===== src/rtl/pc_gen_pkg.sv =====
// rtl/pc_gen_pkg.sv - shared fetch-front-end constants and pc_gen state encoding
package pc_gen_pkg;

    localparam int          PC_XLEN      = 32;
    localparam logic [31:0] PC_RESET_VEC = 32'h0000_0000;

    localparam logic [1:0] ST_BOOT  = 2'd0;
    localparam logic [1:0] ST_RUN   = 2'd1;
    localparam logic [1:0] ST_STALL = 2'd2;

    typedef enum logic [1:0] {
        BOOT  = ST_BOOT,
        RUN   = ST_RUN,
        STALL = ST_STALL
    } pc_state_e;

endpackage


===== src/rtl/pc_gen.sv =====
// rtl/pc_gen.sv - program-counter generator with redirects, alignment check and fetch handshake
module pc_gen
    import pc_gen_pkg::*;
#(
    parameter int               XLEN       = PC_XLEN,
    parameter logic [XLEN-1:0]  RESET_VEC  = XLEN'(PC_RESET_VEC),
    parameter int               INC        = 4,
    parameter int               ALIGN_BITS = 2,
    parameter int               CNT_W      = 32
) (
    input  logic             clk,
    input  logic             rst,
    input  logic             trap_en_i,
    input  logic [XLEN-1:0]  trap_addr_i,
    input  logic             jump_en_i,
    input  logic [XLEN-1:0]  jump_addr_i,
    input  logic             hold_flag_i,
    input  logic             pc_ready_i,
    output logic [XLEN-1:0]  pc_o,
    output logic             pc_valid_o,
    output logic             redirect_o,
    output logic             misalign_o,
    output logic [XLEN-1:0]  misalign_addr_o,
    output logic [CNT_W-1:0] fetch_cnt_o
);

    // Ones in every bit a legal target may have set.
    localparam logic [XLEN-1:0] ALIGN_MASK = ~((XLEN'(1) << ALIGN_BITS) - XLEN'(1));

    pc_state_e        state_q, state_d;
    logic [XLEN-1:0]  pc_q, pc_d;
    logic             pc_valid_q, pc_valid_d;
    logic             redirect_q, redirect_d;
    logic             misalign_q, misalign_d;
    logic [XLEN-1:0]  misalign_addr_q, misalign_addr_d;
    logic [CNT_W-1:0] fetch_cnt_q, fetch_cnt_d;

    logic transfer;
    logic jump_misaligned;

    assign transfer        = pc_valid_q & pc_ready_i;
    assign jump_misaligned = (jump_addr_i & ~ALIGN_MASK) != '0;

    always_comb begin
        state_d = state_q;
        unique case (state_q)
            BOOT:    state_d = hold_flag_i ? STALL : RUN;
            RUN:     if (hold_flag_i)  state_d = STALL;
            STALL:   if (!hold_flag_i) state_d = RUN;
            default: state_d = BOOT;
        endcase
        pc_valid_d = (state_d == RUN);
    end

    // Next-pc priority: trap > aligned jump > accepted increment > hold.
    always_comb begin
        pc_d            = pc_q;
        redirect_d      = 1'b0;
        misalign_d      = 1'b0;
        misalign_addr_d = misalign_addr_q;
        if (trap_en_i) begin
            pc_d       = trap_addr_i & ALIGN_MASK;
            redirect_d = 1'b1;
        end else if (jump_en_i && !jump_misaligned) begin
            pc_d       = jump_addr_i;
            redirect_d = 1'b1;
        end else begin
            if (transfer) begin
                pc_d = pc_q + XLEN'(INC);
            end
            if (jump_en_i) begin
                misalign_d      = 1'b1;
                misalign_addr_d = jump_addr_i;
            end
        end
    end

    // The old pc is still counted when a redirect lands on the same edge.
    always_comb begin
        fetch_cnt_d = fetch_cnt_q;
        if (transfer) begin
            fetch_cnt_d = fetch_cnt_q + CNT_W'(1);
        end
    end

    always_ff @(posedge clk or negedge rst) begin
        if (!rst) begin
            state_q         <= BOOT;
            pc_q            <= RESET_VEC;
            pc_valid_q      <= 1'b0;
            redirect_q      <= 1'b0;
            misalign_q      <= 1'b0;
            misalign_addr_q <= '0;
            fetch_cnt_q     <= '0;
        end else begin
            state_q         <= state_d;
            pc_q            <= pc_d;
            pc_valid_q      <= pc_valid_d;
            redirect_q      <= redirect_d;
            misalign_q      <= misalign_d;
            misalign_addr_q <= misalign_addr_d;
            fetch_cnt_q     <= fetch_cnt_d;
        end
    end

    assign pc_o            = pc_q;
    assign pc_valid_o      = pc_valid_q;
    assign redirect_o      = redirect_q;
    assign misalign_o      = misalign_q;
    assign misalign_addr_o = misalign_addr_q;
    assign fetch_cnt_o     = fetch_cnt_q;

endmodule

===== config.mk =====
export PLATFORM = sky130hd
export DESIGN_NAME = pc_gen
export DESIGN_NICKNAME = d
export VERILOG_FILES = /design/src/rtl/pc_gen_pkg.sv /design/src/rtl/pc_gen.sv
export SDC_FILE = /design/constraint.sdc
export NUM_CORES = 1
export LEC_CHECK = 0
export ABC_AREA = 1
export CAP_MARGIN = 20
export CORE_UTILIZATION = 50
export DETAILED_ROUTE_END_ITERATION = 10
export DONT_BUFFER_PORTS = 1
export GPL_TIMING_DRIVEN = 0
export PLACE_DENSITY = 0.64
export SLEW_MARGIN = 0
export SYNTH_ARGS = -nofsm -noshare
export SYNTH_HDL_FRONTEND = slang
export SYNTH_SLANG_ARGS = --single-unit

===== constraint.sdc =====
create_clock -name clk -period 2.08 [get_ports clk]
set_clock_uncertainty 0.1 [all_clocks]
set_input_delay 0.416 -clock clk [delete_from_list [all_inputs] [get_ports clk]]
set_output_delay 0.416 -clock clk [all_outputs]
set_load 0.01 [all_outputs]

==> run_results.csv <==
group,metric,value,unit
worst_setup_path,critPathTopFamily,"simple AND/OR/NAND/NOR gates",
power,internal_power,0.00348,W
synth,syn-instance-count,799,
synth,yosys.area_share.simple,0.345,
place,port_buffers,0,
synth,syn_nets,871,
synth,yosysTopAreaCell,"dfrtp_1",
place,post_dp_cell_area,5950,um^2
sta,rsz0062_at_grt,"no",
global_routing,grt_max_degree,102,
die,initial_core_util,0.524,
global_routing,antenna_found_initial,0,
global_routing,grt_pass1_vias,4809,
worst_setup_path,r2r_cells,8,
synth,synth_fa_ha_area_frac,0.00433,
die,ios,169,
cts,path_clk_slew,70,ps
sta,max_freq,531,MHz
min_path,hp-class,"primary input to async pin",
synth,synth_cell_types,41,
synth,avgSynthCellArea,7.23,um^2
place,dp.cells,939,
power,power_frac_seq,0.516,
sta,setup_viol,0,
power,pwr-share-comb,0.157,
place,place_ws,83.0,ps
routing,drt-total-wl,16.9,mm
cts,insertion_delay,350,ps
worst_setup_path,r2r_setup_slack,200,ps
power,clock_power_share,0.328,
worst_setup_path,path_class,"flip-flop to flip-flop",
routing,num_vias,5313,
routing,via_per_inst,5.57,
routing,drtIter0Drc,452,
sta,setup_ws,197,ps
cells_and_area,final-instance-count-excl-fill,954,
sta,finalHoldViolCount,101,
cells_and_area,syn_to_final_growth,8.29,%
cts,cts_buffer_depth,2,
worst_setup_path,critPathSlowestCell,"dfrtp_2",
worst_setup_path,cp-end-kind,"flip-flop",
cts,cts_tree,"built",
power,switching_share,0.332,
worst_setup_path,cp-start-kind,"flip-flop",
synth,synth.area.top_cells,"dfrtp_1 44%, nand2_1 17%, nor2_1 6.2%",
global_routing,overflow,0,
die,core,11000,um^2
synth,ys_warn_count,0,
sta,fin_crit_sh,0.905,
power,p_leak,3.01,nW
cts,cts_buffers,9,
synth,synth_xor_area_frac,0.0424,
cts,cts_max_level,3,
synth,synth_seq_cells,101,
power,p_per_area,834,nW/um^2
status,violations,"negative hold slack",
place,gp_congestion,0.940,
sta,tns,0,ps
run,drv_cap,0,
sta,tightest_slew,643,ps
sta,min_period,1880,ps
worst_setup_path,crit_start,"fetch_cnt_o[0]",
routing,post-route-drc-count,0,
worst_setup_path,critPathArrivalTime,2020,ps
synth,yosysTopAreaCellShare,0.437,
worst_setup_path,rr_endpoint,"fetch_cnt_o[26]",
sta,relSlewSlack,0.571,
global_routing,grt_pass1_wl,26.1,mm
synth,synth_top_family_by_area,"simple AND/OR/NAND/NOR gates",
cells_and_area,fillerInstances,1069,
cts,root_buffer,"clkbuf_16",
worst_setup_path,path_cells,"ha_1 -> inv_1 -> nor2_2 -> nand4_4 -> nor2_4 -> nand4_1 -> o21ai_1 -> nand2_1",
cells_and_area,final_nets,881,
die,fp.dieArea,12000,um^2
sta,hold_ws,-347,ps
power,max-vdd-ir-drop,532,uV
worst_setup_path,cp.required,2220,ps
routing,ant_nets,0,
worst_setup_path,slowest_delay,470,ps
worst_setup_path,crit_fanout,6,
global_routing,grt_use_total,0.294,
status,status,"finished, violations left",
synth,synthMuxAreaShare,0,
place,place_hpwl,12.8,mm
power,power.net_switching,0.00173,W
sta,slew_viol_final,0,
routing,firstDrtPassIters,5,
cells_and_area,drive_gt1_frac,0.0860,
die,die_w,110,um
die,die_h,110,um
worst_setup_path,path_buf_inv,1,
cells_and_area,final_area,6260,um^2
synth,yosysSeqAreaShare,0.437,
cts,cts_setup_buffers,0,
synth,synth_compound_area_frac,0.0959,
cts,cts.sinks,101,
synth,syn_area,5780,um^2
worst_setup_path,rr_startpoint,"fetch_cnt_o[0]",
routing,wire_per_inst,17.7,um
die,core.rowCount,38,
cells_and_area,diodes,0,
==> final cells by class <==
class	instances	area, um^2	share of cell area
Clock buffer	13	250	0.0400
Multi-Input combinational cell	590	2830	0.452
Inverter	85	328	0.0524
Sequential cell	101	2530	0.405
Buffer	22	100	0.0160
Clock inverter	3	43.8	0.00700
Tap cell	140	175	0.0280
==> Yosys cell counts, drive strengths merged <==
cell type and count:
nor2 111, clkbuf 7, a21boi 1, o21ai 66, nand2 264, dfrtp 101, o22ai 2, xnor2 14
and2 1, inv 82, nand3 49, or2 2, nand4 10, a41oi 1, a21oi 24, ha 2
xor2 14, nor3 10, o211ai 3, a211oi 1, a22oi 5, nor3b 1, clkinv 3, nor4 1
o21bai 1, nand3b 7, buf 16
==> logic make-up (layout without fill, tap and decap cells) <==
logic type | after synthesis | after routing
simple gates | 456 | 456
buf+inv | 108 | 123
compound gates | 104 | 104
flops | 101 | 101
xor+xnor | 28 | 28
fa+ha+maj | 2 | 2
==> repair_timing <==
item                                   in CTS  in global routing
gates resized for setup                     0                  5
setup endpoints to repair                   0                 18
endpoints found under the hold margin     101                101
==> cells in the final DEF (no fill, tap or decap), types with 2 or more instances in the layout <==
master and count:
nand2_1 257, dfrtp_1 98, nor2_1 95, inv_1 74, o21ai_0 51, nand3_1 46, a21oi_1 24, o21ai_1 15
buf_2 14, xor2_1 14, xnor2_1 14, nor2_2 9, nand4_1 9, clkbuf_1 9, clkbuf_16 9, nor3_1 8
nand2_2 7, nor2_4 7, inv_2 7, nand3b_1 7, a22oi_1 5, o211ai_1 3, dfrtp_2 3, clkinv_2 2
nand3_4 2, buf_1 2, o22ai_1 2, ha_1 2
==> stage by stage <==
stage | util | power, W
floorplan | - | 0.00325
global placement | 0.540 | 0.00350
detailed placement | 0.540 | 0.00352
CTS | 0.566 | 0.00524
global route | 0.567 | 0.00548
finish | 0.567 | 0.00522
==> power by group through the flow <==
stage	Sequential [W]	Combinational, W	Clock (W)
6_report	0.00269	0.000817	0.00171
5_1_grt	0.00273	0.000947	0.00180
4_1_cts	0.00269	0.000807	0.00175
3_5_place_dp	0.00272	0.000801	0
3_3_place_gp	0.00272	0.000780	0
2_1_floorplan	0.00260	0.000644	0
==> sequential cells by signal (all words and copies together), names as in the netlist <==
signal and flops:
fetch_cnt_o 32, pc_valid_o 1, state_q 2, misalign_o 1, pc_o 32, redirect_o 1
misalign_addr_o 32
==> worst max-delay path by stage <==
stage | slack, ps | depth (start not counted) | end
after detailed placement | 80 | 8 | fetch_cnt_o[26]
final | 200 | 8 | fetch_cnt_o[26]
after CTS | 60 | 8 | fetch_cnt_o[26]
after global placement | 100 | 8 | fetch_cnt_o[26]
after global routing | 20 | 9 | fetch_cnt_o[22]
after floorplan | 290 | 9 | fetch_cnt_o[22]
==> metal layers <==
metal  part of all wire  up-vias  global-route usage
met5                  0        -                   0
met4              0.024        0               0.124
met3               0.10       30              0.0664
met2               0.42      255               0.412
met1               0.46     2465               0.433
li1                   -     2563                   -
(Power assumes the default switching activity.)
